[config.mk]
export PLATFORM = sky130hd
export DESIGN_NAME = pwm_core_flat
export DESIGN_NICKNAME = d
export VERILOG_FILES = /design/src/rtl/pwm_pkg.sv /design/src/rtl/pwm_if.sv /design/src/rtl/pwm_shadow_regs.sv /design/src/rtl/pwm_core.sv /design/src/flat_wrapper.sv
export SDC_FILE = /design/constraint.sdc
export NUM_CORES = 1
export LEC_CHECK = 0
export ABC_AREA = 1
export CORE_UTILIZATION = 50
export CTS_BUF_LIST = sky130_fd_sc_hd__clkbuf_8 sky130_fd_sc_hd__clkbuf_16
export DETAILED_ROUTE_END_ITERATION = 12
export HOLD_SLACK_MARGIN = 0.12
export PLACE_DENSITY = 0.76
export SLEW_MARGIN = 30
export SYNTH_ARGS = -nofsm -noshare
export SYNTH_HDL_FRONTEND = slang
export SYNTH_SLANG_ARGS = --single-unit
[constraint.sdc]
create_clock -name clk -period 2.73 [get_ports clk]
set_clock_uncertainty 0.1 [all_clocks]
set_input_delay 0.546 -clock clk [delete_from_list [all_inputs] [get_ports clk]]
set_output_delay 0.546 -clock clk [all_outputs]
set_load 0.005 [all_outputs]
[src/rtl/pwm_pkg.sv]
// pwm_pkg: shared PWM types and constants (FSM states, default width, prescaler select codes)
package pwm_pkg;
  localparam int WIDTH_DEF = 8;
  typedef enum logic {ST_IDLE = 1'b0, ST_RUN = 1'b1} state_t;
  typedef enum logic [1:0] {PSC_DIV1, PSC_DIV2, PSC_DIV4, PSC_DIV8} psc_sel_t;
endpackage

[src/rtl/pwm_if.sv]
// pwm_if: PWM control/status bundle; master drives en/tick/period/duty/load/polarity, slave returns pwm_out/cnt/period_end/pending
interface pwm_if import pwm_pkg::*; #(parameter int WIDTH = WIDTH_DEF) ();
  logic en;
  logic tick;
  logic [WIDTH-1:0] period;
  logic [WIDTH-1:0] duty;
  logic load;
  logic polarity;
  logic pwm_out;
  logic [WIDTH-1:0] cnt;
  logic period_end;
  logic pending;
  modport master (output en, tick, period, duty, load, polarity, input pwm_out, cnt, period_end, pending);
  modport slave (input en, tick, period, duty, load, polarity, output pwm_out, cnt, period_end, pending);
endinterface

[src/rtl/pwm_shadow_regs.sv]
// pwm_shadow_regs: pending/active period+duty pair; load_i captures period_i/duty_i, apply_i promotes pending to active, outputs pend_o/per_a_o/duty_a_o
module pwm_shadow_regs import pwm_pkg::*; #(parameter int WIDTH = WIDTH_DEF) (
  input  logic             clk,
  input  logic             rst,
  input  logic             load_i,
  input  logic             apply_i,
  input  logic [WIDTH-1:0] period_i,
  input  logic [WIDTH-1:0] duty_i,
  output logic             pend_o,
  output logic [WIDTH-1:0] per_a_o,
  output logic [WIDTH-1:0] duty_a_o
);
  logic [WIDTH-1:0] per_p_q, per_p_d, duty_p_q, duty_p_d, per_a_q, per_a_d, duty_a_q, duty_a_d;
  logic pend_q, pend_d, go;
  assign go = apply_i && pend_q;
  always_comb begin
    per_p_d = load_i ? period_i : per_p_q;
    duty_p_d = load_i ? duty_i : duty_p_q;
    pend_d = load_i || (pend_q && !apply_i);
    per_a_d = go ? per_p_q : per_a_q;
    duty_a_d = go ? duty_p_q : duty_a_q;
  end
  always_ff @(posedge clk) begin
    if (rst) begin
      per_p_q <= '0;
      duty_p_q <= '0;
      pend_q <= 1'b0;
      per_a_q <= '1;
      duty_a_q <= '0;
    end else begin
      per_p_q <= per_p_d;
      duty_p_q <= duty_p_d;
      pend_q <= pend_d;
      per_a_q <= per_a_d;
      duty_a_q <= duty_a_d;
    end
  end
  assign pend_o = pend_q;
  assign per_a_o = per_a_q;
  assign duty_a_o = duty_a_q;
endmodule

[src/rtl/pwm_core.sv]
// pwm_core: tick-driven period counter + duty comparator; ports clk, rst, bus (pwm_if.slave: en/tick/period/duty/load/polarity in, pwm_out/cnt/period_end/pending out)
module pwm_core import pwm_pkg::*; #(parameter int WIDTH = WIDTH_DEF) (
  input logic  clk,
  input logic  rst,
  pwm_if.slave bus
);
  state_t state_q, state_d;
  logic [WIDTH-1:0] cnt_q, cnt_d, per_a, duty_a;
  logic pwm_q, pwm_d, pe_q, pe_d, run, wrap, apply, pend;
  assign run = state_q == ST_RUN;
  assign wrap = run && bus.en && bus.tick && cnt_q == per_a;
  assign apply = bus.en && (!run || wrap);
  pwm_shadow_regs #(.WIDTH(WIDTH)) u_shadow (
    .clk(clk), .rst(rst), .load_i(bus.load), .apply_i(apply),
    .period_i(bus.period), .duty_i(bus.duty),
    .pend_o(pend), .per_a_o(per_a), .duty_a_o(duty_a)
  );
  always_comb begin
    state_d = bus.en ? ST_RUN : ST_IDLE;
    cnt_d = (!run || !bus.en || wrap) ? '0 : cnt_q + WIDTH'(bus.tick);
    pwm_d = run ? (cnt_q < duty_a) ^ bus.polarity : bus.polarity;
    pe_d = wrap;
  end
  always_ff @(posedge clk) begin
    if (rst) begin
      state_q <= ST_IDLE;
      cnt_q <= '0;
      pwm_q <= 1'b0;
      pe_q <= 1'b0;
    end else begin
      state_q <= state_d;
      cnt_q <= cnt_d;
      pwm_q <= pwm_d;
      pe_q <= pe_d;
    end
  end
  assign bus.pwm_out = pwm_q;
  assign bus.cnt = cnt_q;
  assign bus.period_end = pe_q;
  assign bus.pending = pend;
endmodule

[src/flat_wrapper.sv]
// flat-port wrapper written by rule: the top's interface ports become plain ports
module pwm_core_flat import pwm_pkg::*;
#(parameter int WIDTH = WIDTH_DEF)
  (clk, rst, bus_en, bus_tick, bus_period, bus_duty, bus_load, bus_polarity, bus_pwm_out, bus_cnt, bus_period_end, bus_pending);
  pwm_if #(.WIDTH(WIDTH)) bus_i ();
  input logic clk;
  input logic rst;
  input wire logic [$bits(bus_i.en)-1:0] bus_en;
  input wire logic [$bits(bus_i.tick)-1:0] bus_tick;
  input wire logic [$bits(bus_i.period)-1:0] bus_period;
  input wire logic [$bits(bus_i.duty)-1:0] bus_duty;
  input wire logic [$bits(bus_i.load)-1:0] bus_load;
  input wire logic [$bits(bus_i.polarity)-1:0] bus_polarity;
  output wire logic [$bits(bus_i.pwm_out)-1:0] bus_pwm_out;
  output wire logic [$bits(bus_i.cnt)-1:0] bus_cnt;
  output wire logic [$bits(bus_i.period_end)-1:0] bus_period_end;
  output wire logic [$bits(bus_i.pending)-1:0] bus_pending;
  assign bus_i.en = bus_en;
  assign bus_i.tick = bus_tick;
  assign bus_i.period = bus_period;
  assign bus_i.duty = bus_duty;
  assign bus_i.load = bus_load;
  assign bus_i.polarity = bus_polarity;
  assign bus_pwm_out = bus_i.pwm_out;
  assign bus_cnt = bus_i.cnt;
  assign bus_period_end = bus_i.period_end;
  assign bus_pending = bus_i.pending;
  pwm_core #(.WIDTH(WIDTH)) u_core (.clk(clk), .rst(rst), .bus(bus_i));
endmodule
==> metrics, run 1 <==
via/cell ratio=4.90; core area=0.00374 mm2; WL final=3940 um; CP Class=reg2out; die height=65.2 um; detailed-route DRC error count=0; status=finished, final reports clean; slew at the pin with the worst max-slew slack=0.391 ns; critical path startpoint category=register; sequential area share after synthesis=0.441; Slew Limit Fails=0; Place WS=0.454 ns; clock slew at reported path FFs=0.08 ns; Finish-stage setup viols=0; # clock sinks=44; share of layout cells above drive strength 1=0.0567; CP bufs+invs=2; CP top delay family=buffers and inverters; Slew headroom=0.737; Synth Area in XOR/XNOR=0.0351; Initial Util=0.533; yosys warns=0; n_diodes=0; routed len/inst=11.3 um; Compound-Gate Fraction of Synth Area=0.0771; Max Clk Rate=492 MHz; Die Width=65.2 um; Synthesized Nets=298; Hold Path Class=reg2reg; die area=0.00425 mm2; Detail Route Antenna Nets=0; slowest cell on the critical path=clkdlybuf4s50_1; CTS root buf=clkbuf_8; static leakage=1.09 nW; worst path arrival time=1.38 ns; Sequential Area=881 um2; CP peak stage delay=0.55 ns; Post-Syn Instances=267; CTS max path bufs=2; Worst EP required=2.08 ns; number of max-cap violations=0; total negative slack=0 ns; gpl congestion=0.767; Cell Rows=22; first-pass GRT wire length=7130 um; CP endpoint kind=output port; worst-skew pair later-pin latency=0.30 ns; Resize count post-CTS=0; Mapped Area=0.00200 mm2; maximum VDD drop=0.324 mV; First-pass DRT Iterations=4; Pwr per Cell Area=515 mW/mm2; Final Non-Filler Cells=348; CTS tree=built; area grow syn2layout=22.4%; Simple-Gate Fraction of Synth Area=0.287; # port buffers=32; Hold Fails Final Rpt=0; overflow left after global routing=0; initial antenna violation count=0; Hold-fix buffers, CTS=0; synth unique cells=24; main combinational cell family by area after synthesis=simple AND/OR/NAND/NOR gates; DP Cell Count=340; number of global-route vias before repair=1571; First DRT Iteration DRCs=89; largest net degree at the start of global routing=25; via count=1706; Critical Path Fanout Max=19; worst-path cell chain=buf_4 > clkdlybuf4s50_1; Tot GR Track Use=0.222; Final nets=330; CTS buffer count=5; mux cell area share after synthesis=0; FILL cells=345; CTS H-tree lvls=2; RSZ-0062 raised after global routing=no; Avg Cell Area, Syn=7.47 um2; Ports=33; area of the multi-input gates=908 um2; dpl hpwl=2850 um; final setup margin=0.699 ns; Post-CTS Repair Setup Buffers=0; Synth Register Bits=44; post-synthesis adder-cell area fraction=0.0564; min Tclk post-route=2.03 ns; post-route clock period utilization=0.744
==> cell usage after synthesis (all sizes together) <==
cell type,instances,share of area
a221oi,1,0.0044
nand4,18,0.056
clkbuf,7,0.013
nor2,38,0.073
a21oi,12,0.030
nor3b,1,0.0038
ha,9,0.056
buf,4,0.013
nand3,15,0.044
dfxtp,44,0.44
o21ai,17,0.043
nand2,48,0.098
nand3b,1,0.0038
xor2,2,0.0088
xnor2,6,0.026
nor4,1,0.0031
inv,41,0.077
nor3,2,0.0050
==> final cells by class <==
| type | count | area share |
|---|---|---|
| Clock buffer | 6 | 0.0338 |
| Inverter | 41 | 0.0630 |
| Timing Repair Buffer | 36 | 0.143 |
| Multi-Input combinational cell | 171 | 0.372 |
| Clock inverter | 2 | 0.00307 |
| Tap cell | 48 | 0.0246 |
| Sequential cell | 44 | 0.360 |
==> power breakdown <==
group	total (mW)	switching (mW)	internal, mW
Combinational	0.154	0.0823	0.0719
Clock	0.413	0.214	0.199
Sequential	0.690	0.0154	0.674
Total	1.26	0.312	0.945
==> metrics by stage <==
step	instance area, um2	util	power [mW]	hold WS [ns]
finish	2440	0.653	1.26	0.354
global route	2440	0.653	1.33	0.382
CTS	2440	0.653	1.27	0.356
detailed placement	2350	0.629	0.859	0.344
global placement	2350	0.629	0.855	0.343
floorplan	2000	-	0.798	0.329
==> metal layers <==
layer	track usage	wire length, um
met5	0	0
met4	0.0870	68
met3	0.0625	165
met2	0.343	1810
met1	0.290	1900
==> layout by cell type, fill, tap and decap left out <==
master | Yosys | routed
a21oi_1 | 12 | 12
a221oi_1 | 1 | 1
buf_4 | 0 | 4
clkbuf_8 | 0 | 6
clkdlybuf4s50_1 | 0 | 32
dfxtp_1 | 44 | 44
ha_1 | 9 | 9
inv_1 | 40 | 42
inv_2 | 1 | 1
nand2_1 | 44 | 44
nand2_2 | 3 | 3
nand2_4 | 1 | 1
nand3_1 | 14 | 14
nand3_4 | 1 | 1
nand3b_1 | 1 | 1
nand4_1 | 18 | 18
nor2_1 | 37 | 37
nor2_2 | 1 | 1
nor3_1 | 2 | 2
nor3b_1 | 1 | 1
nor4_1 | 1 | 1
o21ai_0 | 17 | 17
xnor2_1 | 6 | 6
xor2_1 | 2 | 2
==> worst reg2reg max path, stage by stage, from the launching register on <==
cell,delay (ns)
dfxtp_1,0.50
xnor2_1,0.16
nand2_1,0.08
nor2_2,0.11
nand2_2,0.09
nand2_4,0.18
nand3_4,0.22
nand2_1,0.12
inv_1,0.04
nor2_1,0.10
==> state kept, by name, indices dropped and copies added (netlist names) <==
register	cells
u_core.bus.cnt	8
u_core.bus.period_end	1
u_core.bus.pwm_out	1
u_core.run	1
u_core.u_shadow.duty_a_o	8
u_core.u_shadow.duty_p_q	8
u_core.u_shadow.pend_o	1
u_core.u_shadow.per_a_o	8
u_core.u_shadow.per_p_q	8
==> kinds of logic (layout without fill, tap and decap cells) <==
logic type	count (synthesis)	after routing
AO/OA/AOI/OAI	30	30
flip-flops	44	44
adder cells (fa/ha/maj)	9	9
XOR/XNOR	8	8
buffers and inverters	52	85
AND/OR/NAND/NOR	124	124
==> final timing paths <==
path | startpoint | slack (ns) | endpoint | cells past startpoint
worst min-delay path | u_core.u_shadow.duty_p_q[3] | 0.35 | u_core.u_shadow.duty_p_q[3] | 2
worst max-delay path | u_core.u_shadow.pend_o | 0.70 | bus_pending | 2
worst min register to register | u_core.u_shadow.duty_p_q[3] | 0.35 | u_core.u_shadow.duty_p_q[3] | 2
worst max register to register | u_core.bus.cnt[2] | 0.97 | u_core.u_shadow.duty_a_o[3] | 9
No activity file was read; power rests on OpenSTA's default activity.
==> run 2, diff against run 1 <==
--- a/config.mk
+++ b/config.mk
@@ -6,11 +6,11 @@
 export NUM_CORES = 1
 export LEC_CHECK = 0
 export ABC_AREA = 1
-export CORE_UTILIZATION = 50
+export CORE_UTILIZATION = 47
 export CTS_BUF_LIST = sky130_fd_sc_hd__clkbuf_8 sky130_fd_sc_hd__clkbuf_16
 export DETAILED_ROUTE_END_ITERATION = 12
 export HOLD_SLACK_MARGIN = 0.12
-export PLACE_DENSITY = 0.76
+export PLACE_DENSITY = 0.75
 export SLEW_MARGIN = 30
 export SYNTH_ARGS = -nofsm -noshare
 export SYNTH_HDL_FRONTEND = slang
==> constraint.sdc (replaced) <==
create_clock -name clk -period 1.65 [get_ports clk]
set_clock_uncertainty 0.1 [all_clocks]
set_input_delay 0.33 -clock clk [delete_from_list [all_inputs] [get_ports clk]]
set_output_delay 0.33 -clock clk [all_outputs]
set_load 0.005 [all_outputs]
==> run 2 against run 1 <==
Against the previous run:
- global-route usage decreased by 1.5 points
- clock power increased by 54%
- setup slack got worse by 0.66 ns
- sequential cell count unchanged
- combinational power increased by 86%
- via count increased by 5.5%
==> metrics, run 2 (synthesis gave the netlist of run 1 again) <==
status=finished, final reports clean (unchanged); dpl hpwl=2980 um (was 2850 um); # port buffers=32 (unchanged); Slew headroom=0.586 (was 0.737); Cell Rows=23 (was 22); CTS root buf=clkbuf_8 (unchanged); Finish-stage setup viols=0 (unchanged); CTS tree=built (unchanged); Slew Limit Fails=0 (unchanged); slowest cell on the critical path=clkdlybuf4s50_1 (unchanged); CP peak stage delay=0.50 ns (was 0.55 ns); clock share of power=0.310 (was 0.329); Ports=33 (unchanged); CTS max path bufs=2 (unchanged); First-pass DRT Iterations=4 (unchanged); Final nets=346 (was 330); # clock sinks=44 (unchanged); Int Pwr=1.53 mW (was 0.945 mW); Die Width=67.2 um (was 65.2 um); Worst EP required=1.22 ns (was 2.08 ns); worst r2r path cells=10 (was 9); total negative slack=0 ns (unchanged); hold-critical path depth=4 (was 2); maximum VDD drop=0.576 mV (was 0.324 mV); via count=1799 (was 1706); CP endpoint kind=output port (unchanged); routed len/inst=12.1 um (was 11.3 um); Detail Route Antenna Nets=0 (unchanged); Tot GR Track Use=0.207 (was 0.222); r2r setup slk=0.08 ns (was 0.97 ns); largest net degree at the start of global routing=26 (was 25); number of max-cap violations=0 (unchanged); hold path start=bus_tick (was u_core.u_shadow.duty_p_q[3]); worst-path cell chain=clkdlybuf4s50_1 (was buf_4 > clkdlybuf4s50_1); worst-skew pair later-pin latency=0.30 ns (about the same); FILL cells=353 (was 345); initial antenna violation count=0 (unchanged); Hold Path Sink=u_core.bus.cnt[0] (was u_core.u_shadow.duty_p_q[3]); n_diodes=0 (unchanged); Hold Fails Final Rpt=0 (unchanged); number of global-route vias before repair=1557 (was 1571); CTS H-tree lvls=2 (unchanged); Net Sw Frac=0.257 (was 0.248); Initial Util=0.495 (was 0.533); die height=67.2 um (was 65.2 um); via/cell ratio=4.93 (was 4.90); Max Clk Rate=619 MHz; CTS buffer count=5 (unchanged); Reg-to-Reg Start=u_core.bus.cnt[3] (was u_core.bus.cnt[2]); Critical Path Fanout Max=6 (was 19); first-pass GRT wire length=6940 um (was 7130 um); Reg power frac=0.550 (was 0.549); combinational group share of total power=0.140 (was 0.123); worst reg2reg endpoint=u_core.u_shadow.duty_a_o[5] (was u_core.u_shadow.duty_a_o[3]); static leakage=1.24 nW (was 1.09 nW); critical path startpoint category=register (unchanged); most common cell after layout, fill and taps aside=nand2_1; CP Class=reg2out (unchanged); WL final=4400 um (was 3940 um); Sw Pwr=0.527 mW (was 0.312 mW); Hold Path Class=in2reg (was reg2reg); Hold-fix buffers, CTS=0 (unchanged); core area=0.00403 mm2 (was 0.00374 mm2); post-route clock period utilization=0.979; Final Util=0.664 (was 0.653); gpl congestion=0.874 (was 0.767); min Tclk post-route=1.61 ns; overflow left after global routing=0 (unchanged); Pwr per Cell Area=768 mW/mm2 (was 515 mW/mm2); most frequent cells in the layout=nand2_1, inv_1, nor2_1, dfxtp_1, clkdlybuf4s50_1 (was nand2_1, dfxtp_1, inv_1, nor2_1, clkdlybuf4s50_1); CP bufs+invs=1 (was 2); clock slew at reported path FFs=0.08 ns (about the same); First DRT Iteration DRCs=81 (was 89); share of layout cells above drive strength 1=0.162 (was 0.0567); die area=0.00451 mm2 (was 0.00425 mm2); slew at the pin with the worst max-slew slack=0.621 ns (was 0.391 ns); area grow syn2layout=34.0% (was 22.4%); worst path arrival time=1.18 ns (was 1.38 ns); detailed-route DRC error count=0 (unchanged); CP top delay family=buffers and inverters (unchanged)
-- run 2: cell count changes in the layout (fill, tap and decap cells not counted), moves of 5 or more --
cell,previous run,this run
buf_4,4,14
clkdlybuf4s50_1,32,27
dfxtp_1,44,36
dfxtp_4,0,6
-- run 2: power groups by stage --
stage | clock network (mW) | logic (mW) | registers, mW
finish | 0.636 | 0.287 | 1.13
global route | 0.702 | 0.323 | 1.14
CTS | 0.653 | 0.272 | 1.13
detailed placement | 0 | 0.263 | 1.16
global placement | 0 | 0.259 | 1.16
floorplan | 0 | 0.161 | 1.16
-- run 2: worst max-delay path by stage --
stage | slack [ns] | endpoint | start | cells past startpoint
global placement | -0.31 | u_core.bus.cnt[7] | bus_tick | 7
global route | -0.04 | u_core.bus.pwm_out | u_core.bus.cnt[7] | 8
detailed placement | -0.34 | u_core.bus.cnt[3] | bus_en | 6
floorplan | 0.14 | u_core.u_shadow.duty_a_o[7] | u_core.bus.cnt[2] | 9
finish | 0.04 | bus_cnt[3] | u_core.bus.cnt[3] | 1
CTS | -0.008 | u_core.u_shadow.pend_o | bus_en | 11
-- run 2: routing by layer --
| layer | track usage | vias to the layer above | share of wire |
|---|---|---|---|
| met2 | 0.334 | 49 | 0.46 |
| met5 | 0 | - | 0 |
| met4 | 0.0638 | 0 | 0.014 |
| met1 | 0.268 | 791 | 0.47 |
| met3 | 0.0557 | 9 | 0.049 |
| li1 | - | 950 | - |
-- run 2: tightest hold or removal path: cells and delay by family --
kind                     cells  cell delay (ns)
buffers and inverters        2             0.15
adder cells (fa/ha/maj)      1             0.13
AND/OR/NAND/NOR              1             0.08
-- run 2: timing repair --
item,CTS,global route
pin swaps,0,6
cloned,1,1
buffers inserted,2,3
setup endpoints to repair,11,29
resized for setup,14,20
-- run 2: final cells by class --
cell class	count	area, um2	share of cell area
clock inverter	2	8.76	0.00328
sequential	44	906	0.339
multi-input combinational	172	985	0.368
tap	50	62.6	0.0234
inverter	41	154	0.0576
clock buffer	5	68.8	0.0257
timing repair buffer	51	489	0.183
-- run 2: per-stage QoR --
step	setup WS, ns	area [um2]	hold WS (ns)	total power, mW	instances
floorplan	0.143	2000	0.299	1.32	267
global placement	-0.308	2440	0.341	1.42	351
detailed placement	-0.341	2440	0.348	1.43	351
CTS	-0.00771	2560	0.360	2.06	361
global route	-0.0355	2670	0.374	2.16	365
finish	0.0351	2670	0.328	2.05	365
